==> config.mk <==
export PLATFORM = sky130hd
export DESIGN_NAME = effect_noise_gate
export DESIGN_NICKNAME = d
export VERILOG_FILES = /design/src/rtl/effect_pkg.sv /design/src/rtl/gate_envelope.sv /design/src/rtl/effect_noise_gate.sv
export SDC_FILE = /design/constraint.sdc
export NUM_CORES = 1
export LEC_CHECK = 0
export CAP_MARGIN = 20
export CORE_AREA = 2 2 123 244
export DETAILED_ROUTE_END_ITERATION = 12
export DIE_AREA = 0 0 125 246
export GPL_TIMING_DRIVEN = 0
export PLACE_DENSITY = 0.5
export SLEW_MARGIN = 30
export SYNTH_ARGS = -nofsm -noshare
export SYNTH_HDL_FRONTEND = slang
export SYNTH_SLANG_ARGS = --single-unit
==> constraint.sdc <==
create_clock -name i_clk -period 8.1 [get_ports i_clk]
set_input_delay 1.62 -clock i_clk [delete_from_list [all_inputs] [get_ports i_clk]]
set_output_delay 1.62 -clock i_clk [all_outputs]
set_load 0.1 [all_outputs]
==> src/rtl/effect_pkg.sv <==
// Shared types and constants for the effect chain.
// Holds the noise-gate state encoding, the unity gain and the threshold table.
package effect_pkg;

    typedef enum logic [2:0] {
        GATE_CLOSED  = 3'd0,
        GATE_ATTACK  = 3'd1,
        GATE_OPEN    = 3'd2,
        GATE_HOLD    = 3'd3,
        GATE_RELEASE = 3'd4
    } gate_state_t;

    localparam logic [8:0] GATE_GAIN_UNITY = 9'd256;

    function automatic logic [15:0] gate_open_thr(input logic [2:0] level);
        logic [15:0] thr;
        case (level)
            3'd0:    thr = 16'd0;
            3'd1:    thr = 16'd64;
            3'd2:    thr = 16'd128;
            3'd3:    thr = 16'd256;
            3'd4:    thr = 16'd512;
            3'd5:    thr = 16'd1024;
            3'd6:    thr = 16'd2048;
            default: thr = 16'd4096;
        endcase
        return thr;
    endfunction

endpackage

==> src/rtl/gate_envelope.sv <==
// Magnitude and peak-follower envelope for the noise gate.
// Instant attack to the sample magnitude, exponential decay by ENV_SHIFT.
module gate_envelope #(
    parameter int ENV_SHIFT = 6
) (
    input  logic               i_clk,
    input  logic               i_rst_n,
    input  logic               i_valid,
    input  logic signed [15:0] i_sample,
    output logic        [15:0] o_env,
    output logic        [15:0] o_env_next
);

    logic [15:0] r_env;
    logic [15:0] w_mag;

    // -32768 has no positive counterpart in 16 bits, so it folds to 32767
    always_comb begin
        if (i_sample == 16'sh8000)
            w_mag = 16'h7fff;
        else if (i_sample[15])
            w_mag = $unsigned(-i_sample);
        else
            w_mag = $unsigned(i_sample);
    end

    always_comb begin
        if (w_mag > r_env)
            o_env_next = w_mag;
        else
            o_env_next = r_env - (r_env >> ENV_SHIFT);
    end

    always_ff @(posedge i_clk or negedge i_rst_n) begin
        if (!i_rst_n)
            r_env <= '0;
        else if (i_valid)
            r_env <= o_env_next;
    end

    assign o_env = r_env;

endmodule

==> src/rtl/effect_noise_gate.sv <==
// Noise gate stage: envelope-driven gain ramp with hold timer, 1-cycle latency.
// All state advances only on i_valid; i_enable=0 bypasses and parks the gate OPEN.
module effect_noise_gate
    import effect_pkg::*;
#(
    parameter int ENV_SHIFT    = 6,
    parameter int HOLD_SAMPLES = 2048,
    parameter int ATTACK_STEP  = 16,
    parameter int RELEASE_STEP = 1
) (
    input  logic               i_clk,
    input  logic               i_rst_n,
    input  logic               i_valid,
    input  logic               i_enable,
    input  logic        [2:0]  i_level_thresh,
    input  logic signed [15:0] i_data,
    output logic signed [15:0] o_data,
    output logic               o_valid,
    output logic        [2:0]  o_gate_state
);

    localparam int HOLD_W = (HOLD_SAMPLES > 1) ? $clog2(HOLD_SAMPLES) : 1;

    gate_state_t        r_state, w_state_nxt;
    logic [8:0]         r_gain, w_gain_nxt;
    logic [HOLD_W-1:0]  r_hold, w_hold_nxt;

    logic [15:0]        w_env, w_env_next;
    logic [15:0]        w_open_thr, w_close_thr;
    logic               w_env_open, w_env_low;
    logic [9:0]         w_gain_up;
    logic [8:0]         w_gain_up_sat, w_gain_dn;
    logic signed [24:0] w_prod;
    logic signed [15:0] w_data_nxt;

    gate_envelope #(.ENV_SHIFT(ENV_SHIFT)) u_env (
        .i_clk      (i_clk),
        .i_rst_n    (i_rst_n),
        .i_valid    (i_valid),
        .i_sample   (i_data),
        .o_env      (w_env),
        .o_env_next (w_env_next)
    );

    assign w_open_thr  = gate_open_thr(i_level_thresh);
    assign w_close_thr = w_open_thr >> 1;
    assign w_env_open  = (w_env_next >= w_open_thr);
    assign w_env_low   = (w_env_next <  w_close_thr);

    assign w_gain_up     = {1'b0, r_gain} + 10'(ATTACK_STEP);
    assign w_gain_up_sat = (w_gain_up >= {1'b0, GATE_GAIN_UNITY}) ? GATE_GAIN_UNITY : w_gain_up[8:0];
    assign w_gain_dn     = (r_gain <= 9'(RELEASE_STEP)) ? 9'd0 : r_gain - 9'(RELEASE_STEP);

    always_ff @(posedge i_clk or negedge i_rst_n) begin
        if (!i_rst_n) begin
            r_state <= GATE_CLOSED;
            r_gain  <= '0;
            r_hold  <= '0;
        end else if (i_valid) begin
            r_state <= w_state_nxt;
            r_gain  <= w_gain_nxt;
            r_hold  <= w_hold_nxt;
        end
    end

    always_comb begin
        w_state_nxt = r_state;
        w_gain_nxt  = r_gain;
        w_hold_nxt  = r_hold;
        if (!i_enable) begin
            w_state_nxt = GATE_OPEN;
            w_gain_nxt  = GATE_GAIN_UNITY;
            w_hold_nxt  = '0;
        end else begin
            case (r_state)
                GATE_CLOSED: begin
                    if (w_env_open) begin
                        w_state_nxt = GATE_ATTACK;
                        w_gain_nxt  = 9'(ATTACK_STEP);
                    end
                end
                GATE_ATTACK: begin
                    w_gain_nxt = w_gain_up_sat;
                    if (w_gain_up >= {1'b0, GATE_GAIN_UNITY})
                        w_state_nxt = GATE_OPEN;
                end
                GATE_OPEN: begin
                    w_gain_nxt = GATE_GAIN_UNITY;
                    if (w_env_low) begin
                        w_state_nxt = GATE_HOLD;
                        w_hold_nxt  = HOLD_W'(HOLD_SAMPLES - 1);
                    end
                end
                GATE_HOLD: begin
                    if (w_env_open)
                        w_state_nxt = GATE_OPEN;
                    else if (r_hold == '0)
                        w_state_nxt = GATE_RELEASE;
                    else
                        w_hold_nxt = r_hold - 1'b1;
                end
                GATE_RELEASE: begin
                    // re-trigger ramps up from wherever the release had got to
                    if (w_env_open) begin
                        w_state_nxt = GATE_ATTACK;
                        w_gain_nxt  = w_gain_up_sat;
                    end else begin
                        w_gain_nxt = w_gain_dn;
                        if (w_gain_dn == 9'd0)
                            w_state_nxt = GATE_CLOSED;
                    end
                end
                default: begin
                    w_state_nxt = GATE_CLOSED;
                    w_gain_nxt  = '0;
                    w_hold_nxt  = '0;
                end
            endcase
        end
    end

    // output uses the gain from before this sample's update
    always_comb begin
        w_prod       = $signed(25'(i_data)) * $signed(25'({1'b0, r_gain}));
        w_data_nxt   = i_enable ? w_prod[23:8] : i_data;
        o_gate_state = r_state;
    end

    always_ff @(posedge i_clk or negedge i_rst_n) begin
        if (!i_rst_n) begin
            o_data  <= '0;
            o_valid <= 1'b0;
        end else begin
            o_valid <= i_valid;
            if (i_valid)
                o_data <= w_data_nxt;
        end
    end

endmodule

==> flow_summary.yaml <==
route:
  routed_via_density: 5.40
  first_iter_violations: 436
  route.vias.total: 8612
  routed_wl_mm: 32.5
  ant_nets: 0
  post_drt_wl_per_cell_um: 20.4
  drc: 0
  first_pass_iters: 5
placed_design:
  gp_congestion: 0.938
  dp_hpwl_mm: 27.0
  portBuffers: 39
  place_area_mm2: 0.0108
timing:
  finalHoldViolCount: 0
  final.setup_skew_ns: 0.00942
  relSlewSlack_pct: 32.7
  worstMarginPinSlew_ns: 1.01
  period_share_pct: 97.3
  setup_viol: 0
  fmax_mhz: 127
  slew_violations: 0
  min_period_ns: 7.88
cells_and_area:
  layout-drive-gt1-share_pct: 7.04
  utilization_pct: 38.5
  diodes: 0
  design_area_mm2: 0.0111
  syn_to_final_growth_pct: 11.7
  fin_nets: 1466
global_routing:
  grt_max_degree: 33
  grt_pass1_wl_mm: 51.4
  grtUsageTotal_pct: 21.7
  grt_pass1_vias: 9337
  gr-total-overflow: 0
  antenna_found_initial: 0
floorplanning:
  num_rows: 88
  die_w_um: 125
  dieHeight_um: 246
  io-pin-count: 43
  placeableCoreArea_mm2: 0.0288
  start_util_pct: 34.5
  die_area_mm2: 0.0308
logic_synthesis:
  yosysMostFrequentCell: "inv_1"
  ys_top_cells_by_count: "inv_1 (165), fa_1 (115), nand2_1 (112)"
  async_flop_share_pct: 100
  ys.flop_type: "dfrtp_1"
  synth_cells: 1183
  synth-edff-count: 0
  ys_ff_latch: 56
  seq_area_frac_synth_pct: 14.1
  netlist_area_mm2: 0.00994
  synth_top_area_share_pct: 23.2
  synth_area_per_cell_um2: 8.40
  synth_cell_types: 79
  yosys-top-cells-area: "fa_1 (23%), dfrtp_1 (14%), ha_1 (12%)"
  synth_nets: 1414
  synth_top_cell_by_area: "fa_1"
  yosysWarningCount: 0
critical_path:
  setup.worst_path.start_class: "primary input"
  slowest_delay_ns: 0.50
  crit_family: "simple AND/OR/NAND/NOR gates"
  critPathKind: "primary input to flip-flop"
  cp.required_ns: 8.31
  worstSetupEndpointType: "flip-flop"
  worstPathArrival_ns: 8.09
  critPathBufInv: 3
  cp_slowest_cell: "or3b_2"
  crit_fanout: 10
power_and_ir_drop:
  power_w: 0.00298
  p_int_w: 0.00134
  sequentialPowerShare_pct: 16.0
  leakagePower_nw: 5.33
  powerDensity_mw_per_mm2: 269
  p_switching_w: 0.00165
  ir_worst_vdd_uv: 107
  power_frac_comb_pct: 75.6
  swShare_pct: 55.2
  p_clk_share_pct: 8.4
clock_tree:
  root_buffer: "clkbuf_16"
  cts_tree: "done"
  htree_levels: 2
  numCtsBuffers: 5
  clock_sinks: 56
  path_clk_slew_ns: 0.09
  ctsLongestPathBuffers: 2
  worstSkewPairLatency_ns: 0.32
flow_run:
  drv_cap: 0
min_path:
  hold_class: "flip-flop to flip-flop"
run_status:
  outcome: "complete, no violations"
[routing by layer]
layer | wire length [µm] | global-route usage (%) | up-vias
met5 | 0 | 0 | -
met4 | 2440 | 14.7 | 0
met3 | 611 | 1.02 | 92
met2 | 18600 | 43.7 | 194
met1 | 10900 | 20.7 | 4291
li1 | - | - | 4035
[worst min-delay path, cell delays in order (launching register included)]
cell	delay, ns
dfrtp_1	0.35
nor2_1	0.04
a21oi_1	0.10
[layout by cell type (no fill, tap or decap), types with 19 or more instances in the layout]
master,n
ha_1,91
nor3_1,20
mux2i_1,20
xnor2_1,25
dfrtp_1,56
o21ai_0,38
nor2_1,92
inv_1,163
xor2_1,19
fa_1,115
clkbuf_1,33
nand3_1,19
nand2_1,112
clkdlybuf4s50_1,36
and2_1,85
a21oi_1,64
[power groups by stage]
stage | combinational, W | clock [W] | sequential (W)
global route | 0.00250 | 0.000264 | 0.000492
finish | 0.00226 | 0.000250 | 0.000477
detailed placement | 0.00221 | 0 | 0.000480
CTS | 0.00225 | 0.000257 | 0.000476
global placement | 0.00220 | 0 | 0.000480
floorplan | 0.00146 | 0 | 0.000618
[kinds of logic (layout without fill, tap and decap cells)]
kind of cell	Yosys count	count (layout)	share of synthesized area, %
xor gates and xnor gates	44	44	3.88
and+or+nand+nor	415	415	21.2
muxes	31	31	3.42
DFF	56	56	14.1
buffers and inverters	222	275	8.68
AOI/OAI and AO/OA	207	207	13.9
adders and majority gates	208	208	34.9
[metrics by stage]
stage | instances | hold WS (ns) | setup WS, ns | TNS (ns)
after global routing | 1596 | 0.563 | -0.0104 | -0.0104
after global placement | 1582 | 0.512 | -1.31 | -28.65
final | 1596 | 0.531 | 0.222 | 0
after floorplan | 1183 | 0.458 | 1.08 | 0
after CTS | 1592 | 0.542 | 0.0135 | 0
after detailed placement | 1583 | 0.519 | -1.29 | -26.98
[what timing repair did]
action / 4_1_cts / 5_1_grt
hold buffers: 0 / 0
setup buffers: 1 / 4
endpoints found under the hold margin: 0 / 0
pin swaps: 1 / 6
gates resized for setup: 19 / 28
endpoints found under the setup margin: 27 / 27
[area by class of cell]
type | count | area (µm²)
Buffer | 57 | 263
Clock buffer | 5 | 125
Clock inverter | 3 | 22.5
Fill cell | 3001 | 17700
Inverter | 165 | 619
Multi-Input combinational cell | 905 | 7770
Sequential cell | 56 | 1400
Tap cell | 360 | 450
Timing Repair Buffer | 45 | 450
[state kept, by name, summed over array words and instances, names as in the netlist]
| name | cells |
|---|---|
| o_gate_state | 3 |
| o_valid | 1 |
| r_gain | 9 |
| r_hold | 11 |
| u_env.o_env | 16 |
| o_data | 16 |
[path summary, 6_finish.rpt]
check | start | end | slack [ns] | depth (start not counted)
worst min register to register | o_data[2] | o_data[2] | 0.53 | 2
min in group asynchronous | i_rst_n | o_data[1] | 1.20 | 1
worst max register to register | r_gain[3] | o_data[14] | 1.11 | 22
worst max-delay path | i_data[0] | o_gate_state[2] | 0.22 | 26
max in group asynchronous | i_rst_n | o_data[10] | 6.34 | 2
worst min-delay path | o_data[2] | o_data[2] | 0.53 | 2
Power figures use the tool's default switching activity.
